## src/rtl/fdma_mc_frame_ctrl_if.sv

```systemverilog
// Bus bundle for fdma_mc_frame_ctrl: per-channel write FIFO status and
// control, read FIFO status and control, and the FDMA packet port pair.
// The controller attaches through 'master'. The FIFO/FDMA side attaches through 'slave'.
interface fdma_mc_frame_ctrl_if #(
  parameter int WCH = 2
);
  logic [WCH-1:0]    w_fs;
  logic [WCH*12-1:0] w_fifo_cnt;
  logic [WCH-1:0]    w_fifo_rst;
  logic              r_fs;
  logic [2:0]        r_ch_sel;
  logic [11:0]       r_fifo_cnt;
  logic              r_fifo_rst;
  logic              pkg_wr_areq;
  logic              pkg_wr_last;
  logic [31:0]       pkg_wr_addr;
  logic [31:0]       pkg_wr_size;
  logic [2:0]        pkg_wr_ch;
  logic              pkg_rd_areq;
  logic              pkg_rd_last;
  logic [31:0]       pkg_rd_addr;
  logic [31:0]       pkg_rd_size;
  logic [WCH-1:0]    w_frame_done;
  logic [WCH-1:0]    w_abort;

  modport master (
    input  w_fs, w_fifo_cnt, r_fs, r_ch_sel, r_fifo_cnt, pkg_wr_last, pkg_rd_last,
    output w_fifo_rst, r_fifo_rst, pkg_wr_areq, pkg_wr_addr, pkg_wr_size, pkg_wr_ch,
           pkg_rd_areq, pkg_rd_addr, pkg_rd_size, w_frame_done, w_abort
  );

  modport slave (
    output w_fs, w_fifo_cnt, r_fs, r_ch_sel, r_fifo_cnt, pkg_wr_last, pkg_rd_last,
    input  w_fifo_rst, r_fifo_rst, pkg_wr_areq, pkg_wr_addr, pkg_wr_size, pkg_wr_ch,
           pkg_rd_areq, pkg_rd_addr, pkg_rd_size, w_frame_done, w_abort
  );
endinterface

```

## src/rtl/fdma_mc_frame_ctrl.sv

```systemverilog
// fdma_mc_frame_ctrl: schedules WCH write streams and one selectable read
// stream onto a single FDMA packet port pair. Each channel rotates through
// BUF_NUM frame buffers. The reader always fetches the last completed buffer
// of the selected channel, so it never shows a half-written frame.
module fdma_mc_frame_ctrl #(
  parameter int          WCH         = 2,
  parameter int          BUF_NUM     = 3,
  parameter int          PKG_SIZE    = 256,
  parameter int          BEAT_BYTES  = 16,
  parameter int          FRAME_BYTES = 1228800,
  parameter logic [31:0] BASE_ADDR   = 32'h0000_0000,
  parameter logic [31:0] CH_STRIDE   = 32'h0100_0000,
  parameter logic [31:0] BUF_STRIDE  = 32'h0040_0000,
  parameter int          RFIFO_DEPTH = 1024,
  parameter int          RST_CYC     = 10
) (
  input logic                  ui_clk,
  input logic                  ui_rstn,
  fdma_mc_frame_ctrl_if.master bus
);
  localparam int BURST_BYTES = PKG_SIZE * BEAT_BYTES;
  localparam int BURSTS      = FRAME_BYTES / BURST_BYTES;
  localparam int CH_W        = (WCH > 1) ? $clog2(WCH) : 1;
  localparam int BUF_W       = $clog2(BUF_NUM);
  localparam int BCNT_W      = $clog2(BURSTS + 1);
  localparam int RCNT_W      = $clog2(2 * RST_CYC);

  if ((FRAME_BYTES % BURST_BYTES) != 0 || BURSTS == 0) begin : g_frame_bytes_check
    $error("FRAME_BYTES must be a non-zero multiple of PKG_SIZE*BEAT_BYTES");
  end

  typedef enum logic [1:0] {CH_IDLE, CH_RST, CH_ARM} ch_st_e;
  typedef enum logic [1:0] {W_IDLE, W_REQ, W_WAIT} wr_st_e;
  typedef enum logic [1:0] {R_IDLE, R_RST, R_DATA_REQ, R_DATA_WAIT} rd_st_e;

  // Write-side state
  ch_st_e            ch_st_q      [WCH];
  ch_st_e            ch_st_d      [WCH];
  logic [RCNT_W-1:0] rcnt_q       [WCH];
  logic [RCNT_W-1:0] rcnt_d       [WCH];
  logic [BCNT_W-1:0] bcnt_q       [WCH];
  logic [BCNT_W-1:0] bcnt_d       [WCH];
  logic [BUF_W-1:0]  wbuf_q       [WCH];
  logic [BUF_W-1:0]  wbuf_d       [WCH];
  logic [BUF_W-1:0]  done_buf_q   [WCH];
  logic [BUF_W-1:0]  done_buf_d   [WCH];
  logic [WCH-1:0]    done_valid_q, done_valid_d;
  logic [WCH-1:0]    pend_q,       pend_d;
  logic [WCH-1:0]    w_fifo_rst_q, w_fifo_rst_d;
  logic [WCH-1:0]    w_frame_done_q, w_frame_done_d;
  logic [WCH-1:0]    w_abort_q,    w_abort_d;
  wr_st_e            wst_q,        wst_d;
  logic [CH_W-1:0]   wr_ch_q,      wr_ch_d;
  logic [CH_W-1:0]   last_grant_q, last_grant_d;
  logic [31:0]       wr_addr_q,    wr_addr_d;

  // Read-side state
  rd_st_e            rd_st_q,      rd_st_d;
  logic [CH_W-1:0]   rch_q,        rch_d;
  logic [BUF_W-1:0]  rbuf_q,       rbuf_d;
  logic [BCNT_W-1:0] rd_bcnt_q,    rd_bcnt_d;
  logic [RCNT_W-1:0] rd_rcnt_q,    rd_rcnt_d;
  logic              rd_pend_q,    rd_pend_d;
  logic              r_fifo_rst_q, r_fifo_rst_d;
  logic              rd_areq_q,    rd_areq_d;
  logic [31:0]       rd_addr_q,    rd_addr_d;

  function automatic logic [31:0] buf_addr(input logic [CH_W-1:0]   ch,
                                           input logic [BUF_W-1:0]  b,
                                           input logic [BCNT_W-1:0] n);
    return BASE_ADDR + 32'(ch) * CH_STRIDE + 32'(b) * BUF_STRIDE
         + 32'(n) * 32'(BURST_BYTES);
  endfunction

  // Channel reset sequencing, round-robin write arbitration, burst completion and frame restarts
  always_comb begin
    int              idx;
    logic            grant_ok;
    logic [CH_W-1:0] grant_ch;
    logic [WCH-1:0]  elig;
    logic            in_flight;
    wst_d          = wst_q;
    wr_ch_d        = wr_ch_q;
    wr_addr_d      = wr_addr_q;
    last_grant_d   = last_grant_q;
    w_fifo_rst_d   = w_fifo_rst_q;
    w_frame_done_d = '0;
    w_abort_d      = w_abort_q;
    pend_d         = pend_q;
    ch_st_d        = ch_st_q;
    rcnt_d         = rcnt_q;
    bcnt_d         = bcnt_q;
    wbuf_d         = wbuf_q;
    done_buf_d     = done_buf_q;
    done_valid_d   = done_valid_q;
    idx            = 0;
    grant_ok       = 1'b0;
    grant_ch       = '0;
    elig           = '0;
    // A burst whose last beat arrives this cycle no longer counts as in flight.
    in_flight      = (wst_q == W_REQ) || (wst_q == W_WAIT && !bus.pkg_wr_last);

    for (int c = 0; c < WCH; c++) begin
      elig[c] = (ch_st_q[c] == CH_ARM) && !pend_q[c] && !bus.w_fs[c] &&
                (int'(bus.w_fifo_cnt[c*12 +: 12]) >= PKG_SIZE);
      if (ch_st_q[c] == CH_RST) begin
        rcnt_d[c]       = rcnt_q[c] + 1'b1;
        w_fifo_rst_d[c] = (int'(rcnt_q[c]) + 1 < RST_CYC);
        if (int'(rcnt_q[c]) == 2 * RST_CYC - 1) begin
          ch_st_d[c] = CH_ARM;
          bcnt_d[c]  = '0;
        end
      end
    end

    case (wst_q)
      W_IDLE: begin
        for (int i = 1; i <= WCH; i++) begin
          idx = int'(last_grant_q) + i;
          if (idx >= WCH) idx = idx - WCH;
          if (!grant_ok && elig[idx]) begin
            grant_ok = 1'b1;
            grant_ch = CH_W'(idx);
          end
        end
        if (grant_ok) begin
          wst_d        = W_REQ;
          wr_ch_d      = grant_ch;
          last_grant_d = grant_ch;
          wr_addr_d    = buf_addr(grant_ch, wbuf_q[grant_ch], bcnt_q[grant_ch]);
        end
      end
      W_REQ: wst_d = W_WAIT;
      W_WAIT: begin
        if (bus.pkg_wr_last) begin
          wst_d = W_IDLE;
          if (pend_q[wr_ch_q]) begin
            // Frame was restarted while this burst was out: restart wins, nothing is published.
            pend_d[wr_ch_q]       = 1'b0;
            ch_st_d[wr_ch_q]      = CH_RST;
            rcnt_d[wr_ch_q]       = '0;
            bcnt_d[wr_ch_q]       = '0;
            w_fifo_rst_d[wr_ch_q] = 1'b1;
          end else if (int'(bcnt_q[wr_ch_q]) + 1 == BURSTS) begin
            done_buf_d[wr_ch_q]     = wbuf_q[wr_ch_q];
            done_valid_d[wr_ch_q]   = 1'b1;
            wbuf_d[wr_ch_q]         = (int'(wbuf_q[wr_ch_q]) == BUF_NUM - 1) ? '0
                                                                             : wbuf_q[wr_ch_q] + 1'b1;
            w_frame_done_d[wr_ch_q] = 1'b1;
            bcnt_d[wr_ch_q]         = '0;
            ch_st_d[wr_ch_q]        = CH_IDLE;
          end else begin
            bcnt_d[wr_ch_q] = bcnt_q[wr_ch_q] + 1'b1;
          end
        end
      end
      default: wst_d = W_IDLE;
    endcase

    for (int c = 0; c < WCH; c++) begin
      if (bus.w_fs[c]) begin
        if (ch_st_q[c] != CH_IDLE) w_abort_d[c] = 1'b1;
        if (in_flight && int'(wr_ch_q) == c) begin
          pend_d[c] = 1'b1;
        end else begin
          ch_st_d[c]      = CH_RST;
          rcnt_d[c]       = '0;
          bcnt_d[c]       = '0;
          w_fifo_rst_d[c] = 1'b1;
        end
      end
    end
  end

  // Write-side registers
  always_ff @(posedge ui_clk or negedge ui_rstn) begin
    if (!ui_rstn) begin
      wst_q          <= W_IDLE;
      wr_ch_q        <= '0;
      last_grant_q   <= CH_W'(WCH - 1);
      wr_addr_q      <= '0;
      w_fifo_rst_q   <= '1;
      w_frame_done_q <= '0;
      w_abort_q      <= '0;
      pend_q         <= '0;
      done_valid_q   <= '0;
      for (int c = 0; c < WCH; c++) begin
        ch_st_q[c]    <= CH_IDLE;
        rcnt_q[c]     <= '0;
        bcnt_q[c]     <= '0;
        wbuf_q[c]     <= '0;
        done_buf_q[c] <= '0;
      end
    end else begin
      wst_q          <= wst_d;
      wr_ch_q        <= wr_ch_d;
      last_grant_q   <= last_grant_d;
      wr_addr_q      <= wr_addr_d;
      w_fifo_rst_q   <= w_fifo_rst_d;
      w_frame_done_q <= w_frame_done_d;
      w_abort_q      <= w_abort_d;
      pend_q         <= pend_d;
      done_valid_q   <= done_valid_d;
      ch_st_q        <= ch_st_d;
      rcnt_q         <= rcnt_d;
      bcnt_q         <= bcnt_d;
      wbuf_q         <= wbuf_d;
      done_buf_q     <= done_buf_d;
    end
  end

  // Read sequencing: latch channel/buffer on r_fs (seeing this cycle's write completion), reset FIFO, fetch BURSTS bursts
  always_comb begin
    logic [CH_W-1:0] sel;
    rd_st_d      = rd_st_q;
    rch_d        = rch_q;
    rbuf_d       = rbuf_q;
    rd_bcnt_d    = rd_bcnt_q;
    rd_rcnt_d    = rd_rcnt_q;
    rd_pend_d    = rd_pend_q;
    r_fifo_rst_d = r_fifo_rst_q;
    rd_areq_d    = 1'b0;
    rd_addr_d    = rd_addr_q;
    sel          = (int'(bus.r_ch_sel) >= WCH) ? '0 : bus.r_ch_sel[CH_W-1:0];

    case (rd_st_q)
      R_RST: begin
        rd_rcnt_d    = rd_rcnt_q + 1'b1;
        r_fifo_rst_d = (int'(rd_rcnt_q) + 1 < RST_CYC);
        if (int'(rd_rcnt_q) == 2 * RST_CYC - 1) begin
          rd_st_d   = R_DATA_REQ;
          rd_bcnt_d = '0;
        end
      end
      R_DATA_REQ: begin
        if (int'(bus.r_fifo_cnt) <= RFIFO_DEPTH - PKG_SIZE) begin
          rd_areq_d = 1'b1;
          rd_addr_d = buf_addr(rch_q, rbuf_q, rd_bcnt_q);
          rd_st_d   = R_DATA_WAIT;
        end
      end
      R_DATA_WAIT: begin
        if (bus.pkg_rd_last) begin
          if (rd_pend_q) begin
            rd_pend_d    = 1'b0;
            rd_st_d      = R_RST;
            rd_rcnt_d    = '0;
            rd_bcnt_d    = '0;
            r_fifo_rst_d = 1'b1;
          end else if (int'(rd_bcnt_q) + 1 == BURSTS) begin
            rd_st_d   = R_IDLE;
            rd_bcnt_d = '0;
          end else begin
            rd_bcnt_d = rd_bcnt_q + 1'b1;
            rd_st_d   = R_DATA_REQ;
          end
        end
      end
      default: ;
    endcase

    if (bus.r_fs) begin
      rch_d  = sel;
      rbuf_d = done_valid_d[sel] ? done_buf_d[sel] : '0;
      if (rd_st_q == R_DATA_WAIT && !bus.pkg_rd_last) begin
        rd_pend_d = 1'b1;
      end else begin
        rd_st_d      = R_RST;
        rd_rcnt_d    = '0;
        rd_bcnt_d    = '0;
        rd_pend_d    = 1'b0;
        rd_areq_d    = 1'b0;
        r_fifo_rst_d = 1'b1;
      end
    end
  end

  // Read-side registers
  always_ff @(posedge ui_clk or negedge ui_rstn) begin
    if (!ui_rstn) begin
      rd_st_q      <= R_IDLE;
      rch_q        <= '0;
      rbuf_q       <= '0;
      rd_bcnt_q    <= '0;
      rd_rcnt_q    <= '0;
      rd_pend_q    <= 1'b0;
      r_fifo_rst_q <= 1'b1;
      rd_areq_q    <= 1'b0;
      rd_addr_q    <= '0;
    end else begin
      rd_st_q      <= rd_st_d;
      rch_q        <= rch_d;
      rbuf_q       <= rbuf_d;
      rd_bcnt_q    <= rd_bcnt_d;
      rd_rcnt_q    <= rd_rcnt_d;
      rd_pend_q    <= rd_pend_d;
      r_fifo_rst_q <= r_fifo_rst_d;
      rd_areq_q    <= rd_areq_d;
      rd_addr_q    <= rd_addr_d;
    end
  end

  assign bus.w_fifo_rst   = w_fifo_rst_q;
  assign bus.r_fifo_rst   = r_fifo_rst_q;
  assign bus.pkg_wr_areq  = (wst_q == W_REQ);
  assign bus.pkg_wr_addr  = wr_addr_q;
  assign bus.pkg_wr_size  = 32'(PKG_SIZE);
  assign bus.pkg_wr_ch    = 3'(wr_ch_q);
  assign bus.pkg_rd_areq  = rd_areq_q;
  assign bus.pkg_rd_addr  = rd_addr_q;
  assign bus.pkg_rd_size  = 32'(PKG_SIZE);
  assign bus.w_frame_done = w_frame_done_q;
  assign bus.w_abort      = w_abort_q;
endmodule

```

## src/flat_wrapper.sv

```systemverilog
// flat-port wrapper written by rule: the top's interface ports become plain ports
module fdma_mc_frame_ctrl_flat 
#(
  parameter int          WCH         = 2,
  parameter int          BUF_NUM     = 3,
  parameter int          PKG_SIZE    = 256,
  parameter int          BEAT_BYTES  = 16,
  parameter int          FRAME_BYTES = 1228800,
  parameter logic [31:0] BASE_ADDR   = 32'h0000_0000,
  parameter logic [31:0] CH_STRIDE   = 32'h0100_0000,
  parameter logic [31:0] BUF_STRIDE  = 32'h0040_0000,
  parameter int          RFIFO_DEPTH = 1024,
  parameter int          RST_CYC     = 10
)
  (ui_clk, ui_rstn, bus_w_fs, bus_w_fifo_cnt, bus_r_fs, bus_r_ch_sel, bus_r_fifo_cnt, bus_pkg_wr_last, bus_pkg_rd_last, bus_w_fifo_rst, bus_r_fifo_rst, bus_pkg_wr_areq, bus_pkg_wr_addr, bus_pkg_wr_size, bus_pkg_wr_ch, bus_pkg_rd_areq, bus_pkg_rd_addr, bus_pkg_rd_size, bus_w_frame_done, bus_w_abort);
  fdma_mc_frame_ctrl_if #(.WCH(WCH)) bus_i ();
  input logic ui_clk;
  input logic ui_rstn;
  input wire logic [$bits(bus_i.w_fs)-1:0] bus_w_fs;
  input wire logic [$bits(bus_i.w_fifo_cnt)-1:0] bus_w_fifo_cnt;
  input wire logic [$bits(bus_i.r_fs)-1:0] bus_r_fs;
  input wire logic [$bits(bus_i.r_ch_sel)-1:0] bus_r_ch_sel;
  input wire logic [$bits(bus_i.r_fifo_cnt)-1:0] bus_r_fifo_cnt;
  input wire logic [$bits(bus_i.pkg_wr_last)-1:0] bus_pkg_wr_last;
  input wire logic [$bits(bus_i.pkg_rd_last)-1:0] bus_pkg_rd_last;
  output wire logic [$bits(bus_i.w_fifo_rst)-1:0] bus_w_fifo_rst;
  output wire logic [$bits(bus_i.r_fifo_rst)-1:0] bus_r_fifo_rst;
  output wire logic [$bits(bus_i.pkg_wr_areq)-1:0] bus_pkg_wr_areq;
  output wire logic [$bits(bus_i.pkg_wr_addr)-1:0] bus_pkg_wr_addr;
  output wire logic [$bits(bus_i.pkg_wr_size)-1:0] bus_pkg_wr_size;
  output wire logic [$bits(bus_i.pkg_wr_ch)-1:0] bus_pkg_wr_ch;
  output wire logic [$bits(bus_i.pkg_rd_areq)-1:0] bus_pkg_rd_areq;
  output wire logic [$bits(bus_i.pkg_rd_addr)-1:0] bus_pkg_rd_addr;
  output wire logic [$bits(bus_i.pkg_rd_size)-1:0] bus_pkg_rd_size;
  output wire logic [$bits(bus_i.w_frame_done)-1:0] bus_w_frame_done;
  output wire logic [$bits(bus_i.w_abort)-1:0] bus_w_abort;
  assign bus_i.w_fs = bus_w_fs;
  assign bus_i.w_fifo_cnt = bus_w_fifo_cnt;
  assign bus_i.r_fs = bus_r_fs;
  assign bus_i.r_ch_sel = bus_r_ch_sel;
  assign bus_i.r_fifo_cnt = bus_r_fifo_cnt;
  assign bus_i.pkg_wr_last = bus_pkg_wr_last;
  assign bus_i.pkg_rd_last = bus_pkg_rd_last;
  assign bus_w_fifo_rst = bus_i.w_fifo_rst;
  assign bus_r_fifo_rst = bus_i.r_fifo_rst;
  assign bus_pkg_wr_areq = bus_i.pkg_wr_areq;
  assign bus_pkg_wr_addr = bus_i.pkg_wr_addr;
  assign bus_pkg_wr_size = bus_i.pkg_wr_size;
  assign bus_pkg_wr_ch = bus_i.pkg_wr_ch;
  assign bus_pkg_rd_areq = bus_i.pkg_rd_areq;
  assign bus_pkg_rd_addr = bus_i.pkg_rd_addr;
  assign bus_pkg_rd_size = bus_i.pkg_rd_size;
  assign bus_w_frame_done = bus_i.w_frame_done;
  assign bus_w_abort = bus_i.w_abort;
  fdma_mc_frame_ctrl #(.WCH(WCH), .BUF_NUM(BUF_NUM), .PKG_SIZE(PKG_SIZE), .BEAT_BYTES(BEAT_BYTES), .FRAME_BYTES(FRAME_BYTES), .BASE_ADDR(BASE_ADDR), .CH_STRIDE(CH_STRIDE), .BUF_STRIDE(BUF_STRIDE), .RFIFO_DEPTH(RFIFO_DEPTH), .RST_CYC(RST_CYC)) u_core (.ui_clk(ui_clk), .ui_rstn(ui_rstn), .bus(bus_i));
endmodule
```

## config.mk

```make
export PLATFORM = sky130hd
export DESIGN_NAME = fdma_mc_frame_ctrl_flat
export DESIGN_NICKNAME = d
export VERILOG_FILES = /design/src/rtl/fdma_mc_frame_ctrl_if.sv /design/src/rtl/fdma_mc_frame_ctrl.sv /design/src/flat_wrapper.sv
export SDC_FILE = /design/constraint.sdc
export NUM_CORES = 1
export LEC_CHECK = 0
export CAP_MARGIN = 20
export CORE_MARGIN = 2
export CORE_UTILIZATION = 47
export DETAILED_ROUTE_END_ITERATION = 16
export GPL_ROUTABILITY_DRIVEN = 0
export PLACE_DENSITY = 0.92
export SLEW_MARGIN = 20
export SYNTH_ARGS = -nofsm -noshare
export SYNTH_HDL_FRONTEND = slang
export SYNTH_SLANG_ARGS = --single-unit
```

## constraint.sdc

```tcl
create_clock -name ui_clk -period 4 [get_ports ui_clk]
set_clock_uncertainty 0.2 [all_clocks]
set_input_delay 0.8 -clock ui_clk [delete_from_list [all_inputs] [get_ports ui_clk]]
set_output_delay 0.8 -clock ui_clk [all_outputs]
set_load 0.02 [all_outputs]
```

==> impl_metrics.tcl <==
set metrics [dict create \
    status "complete, no violations" \
    avgRoutedWirePerCell_um 13.6 \
    cts_setup_buffers 0 \
    die_area_mm2 0.0135 \
    syn2layout_area_growth_pct 11.7 \
    p_clk_share_pct 40.0 \
    clk_pin_slew_worst_paths_ps 60 \
    regToRegStartpoint "u_core.wr_ch_q$_DFFE_PN0P_" \
    worst_pin_slew_ps 963 \
    maxCapViolations 0 \
    final_nets 748 \
    clockBufferDepth 2 \
    die_h_um 116 \
    power.total_mw 2.04 \
    antenna_found_initial 0 \
    diodes 0 \
    worstSkewPairLatency_ps 350 \
    routed_wl_um 11900 \
    path_max_fanout 14 \
    finalSetupTns_ps 0 \
    r2r-end "u_core.rbuf_q[0]$_DFFE_PN0P_" \
    ys_types 61 \
    fp.dieW_um 116 \
    fmax_ghz 0.299 \
    finalHoldViolCount 0 \
    path_class "reg -> reg" \
    crit_required_ps 4040 \
    p_sw_uw 523 \
    period_share_pct 83.5 \
    drive_gt1_share_pct 8.12 \
    netlist_area_mm2 0.00593 \
    ys_warn_count 0 \
    drcViolationCount 0 \
    row_count 41 \
    grt_setup_unrepaired "no" \
    fin_util_pct 53.1 \
    hpwl_um 8410 \
    r2r_setup_slack_ps 660 \
    num_vias 4486 \
    period_needed_ps 3340 \
    drv_slew 0 \
    io_pins 186 \
    ff_latch_area_mm2 0.00248 \
    ant_nets 0 \
    cts_tree "built" \
    grt_overflow 0 \
    final_area_mm2 0.00662 \
    synth_edf_count 0 \
    via_per_inst 5.13 \
    grt_pass1_vias 4115 \
    grt.total_usage_pct 18.3 \
    start_util_pct 47.5 \
    hold_path.startpoint "u_core.done_buf_q[0]$_DFF_PN0_" \
    sw_frac_of_total_pct 25.6 \
    critical_path_arrival_ps 3380 \
    synth-seq-cells 99 \
    pwr-share-comb_pct 9.8 \
    grt_pass1_wl_um 19600 \
    ctsHoldBuffers 0 \
    nFillCells 1111 \
    hold_depth 2 \
    power.leakage_nw 3.11 \
    async_flop_share_pct 100 \
    avgSynthCellArea_um2 9.33 \
    ys.flop_type "dfrtp_1" \
    power_frac_seq_pct 50.1 \
    grt_max_degree 59 \
    root_buffer "clkbuf_16" \
    power_density_mw_per_mm2 309 \
    multi_input_area_mm2 0.00288 \
    ys_seq_area_share_pct 41.9 \
    clock-sinks 99 \
    hold_slack_ps 266 \
    drtPass1Iterations 5 \
    ff2ff_path_depth 10 \
    syn_inst 635 \
    post_cts_resized 0 \
    cts-htree-levels 3 \
    dpl_cell_area_mm2 0.00634 \
    drt_iter0_markers 368 \
    ir_drop_mv 0.186 \
    hold_class "reg -> reg" \
    cp-end-kind "register" \
    io_buffers 63 \
    worstSetupStartpointType "register" \
    internal_power_mw 1.52 \
    min_to "u_core.done_buf_q[0]$_DFF_PN0_" \
    maxSlewHeadroom_pct 35.8 \
    core_mm2 0.0125 \
    setup_viol 0 \
    cts_buffers 9 \
]
## layout make-up
type,count,share of cell area (%)
flip-flops and latches,99,37.5
repair buffers,74,10.7
multi-input cells,498,43.5
clock inverters,1,0.132
well taps,172,3.25
clock buffers,15,4.04
inverters,15,0.850
## synthesized netlist by cell type, drive strengths merged, types with 9 or more instances
cell type / count / share of area (%)
buf: 111 / 14
dfrtp: 95 / 40
nor2: 66 / 4.2
nand2: 49 / 3.2
o21ai: 35 / 3.0
a21oi: 31 / 2.6
mux2: 19 / 3.7
mux2i: 19 / 3.2
a22oi: 17 / 2.2
clkbuf: 16 / 1.0
inv: 15 / 0.95
nand3: 14 / 1.2
nor2b: 11 / 1.2
nor3: 11 / 0.93
xor2: 11 / 1.6
nand4: 9 / 0.95
## per-layer routing
metal	share of wire, %	track usage [%]	vias up	wire length, um
li1	-	-	2131	-
met1	43	24.3	2159	5090
met2	49	29.7	168	5780
met3	5.7	2.65	28	678
met4	2.8	8.65	0	334
met5	0	0	-	0
## stage by stage
step,setup slack [ps],instances
6_report,658,874
3_3_place_gp,710,858
2_1_floorplan,507,739
4_1_cts,670,874
3_5_place_dp,676,858
5_1_grt,462,874
## state kept, by name, indices dropped and copies added (netlist names), 2 cells and up
signal	count
u_core.bcnt_q	18
u_core.done_buf_q	4
u_core.pend_q	2
u_core.bus.pkg_wr_addr	11
u_core.rd_rcnt_q	5
u_core.ch_st_q	4
u_core.rcnt_q	10
u_core.wst_q	2
u_core.rbuf_q	2
u_core.bus.w_frame_done	2
u_core.bus.w_abort	2
u_core.rd_st_q	2
u_core.rd_bcnt_q	9
u_core.bus.pkg_rd_addr	12
u_core.bus.w_fifo_rst	2
u_core.wbuf_q	4
u_core.done_valid_q	2
## power groups by stage
stage,Combinational (mW),Clock [mW],Sequential [mW]
CTS,0.200,0.837,1.02
detailed placement,0.199,0,1.04
finish,0.201,0.819,1.02
floorplan,0.216,0,1.04
global placement,0.196,0,1.04
global route,0.226,0.876,1.03
## cell usage in the layout, fill, tap and decap left out, drive strengths merged, types with 5 or more instances in the layout
cell / n
a21o: 7
a21oi: 31
a22oi: 17
a31oi: 5
and3: 6
buf: 12
clkbuf: 15
clkdlybuf4s50: 62
conb: 106
dfrtp: 95
ha: 5
inv: 15
mux2: 19
mux2i: 19
nand2: 49
nand2b: 8
nand3: 14
nand3b: 8
nand4: 9
nor2: 66
nor2b: 11
nor3: 11
o21ai: 35
xnor2: 7
xor2: 11
## critical path: stages (launching register included)
cell and delay (ps):
dfrtp_1 530, mux2_2 380, ha_1 250, nand4b_1 150
nand2_1 130, a31o_2 300, a2111oi_4 300, buf_4 260
nand2_2 120, mux2_4 310, a221o_1 290
## worst max-delay path by stage
stage / slack, ps / from / endpoint / cells past startpoint
2_1_floorplan: 510 / u_core.wr_ch_q$_DFFE_PN0P_ / u_core.rbuf_q[0]$_DFFE_PN0P_ / 12
3_3_place_gp: 710 / u_core.wr_ch_q$_DFFE_PN0P_ / u_core.rbuf_q[0]$_DFFE_PN0P_ / 10
3_5_place_dp: 680 / u_core.wr_ch_q$_DFFE_PN0P_ / u_core.rbuf_q[0]$_DFFE_PN0P_ / 10
4_1_cts: 670 / u_core.wr_ch_q$_DFFE_PN0P_ / u_core.rbuf_q[0]$_DFFE_PN0P_ / 10
5_1_grt: 460 / u_core.wr_ch_q$_DFFE_PN0P_ / u_core.rbuf_q[0]$_DFFE_PN0P_ / 10
6_report: 660 / u_core.wr_ch_q$_DFFE_PN0P_ / u_core.rbuf_q[0]$_DFFE_PN0P_ / 10
## logic make-up after synthesis
kind of cell	Yosys count	synth area share [%]
AND/OR/NAND/NOR	203	17.0
buffers and inverters	142	16.1
AO/OA/AOI/OAI	128	14.3
XOR/XNOR	18	2.66
other	2	0.127
multiplexers	38	6.88
flip-flops	99	41.9
adder cells (fa/ha/maj)	5	1.06
Power figures use the tool's default switching activity.
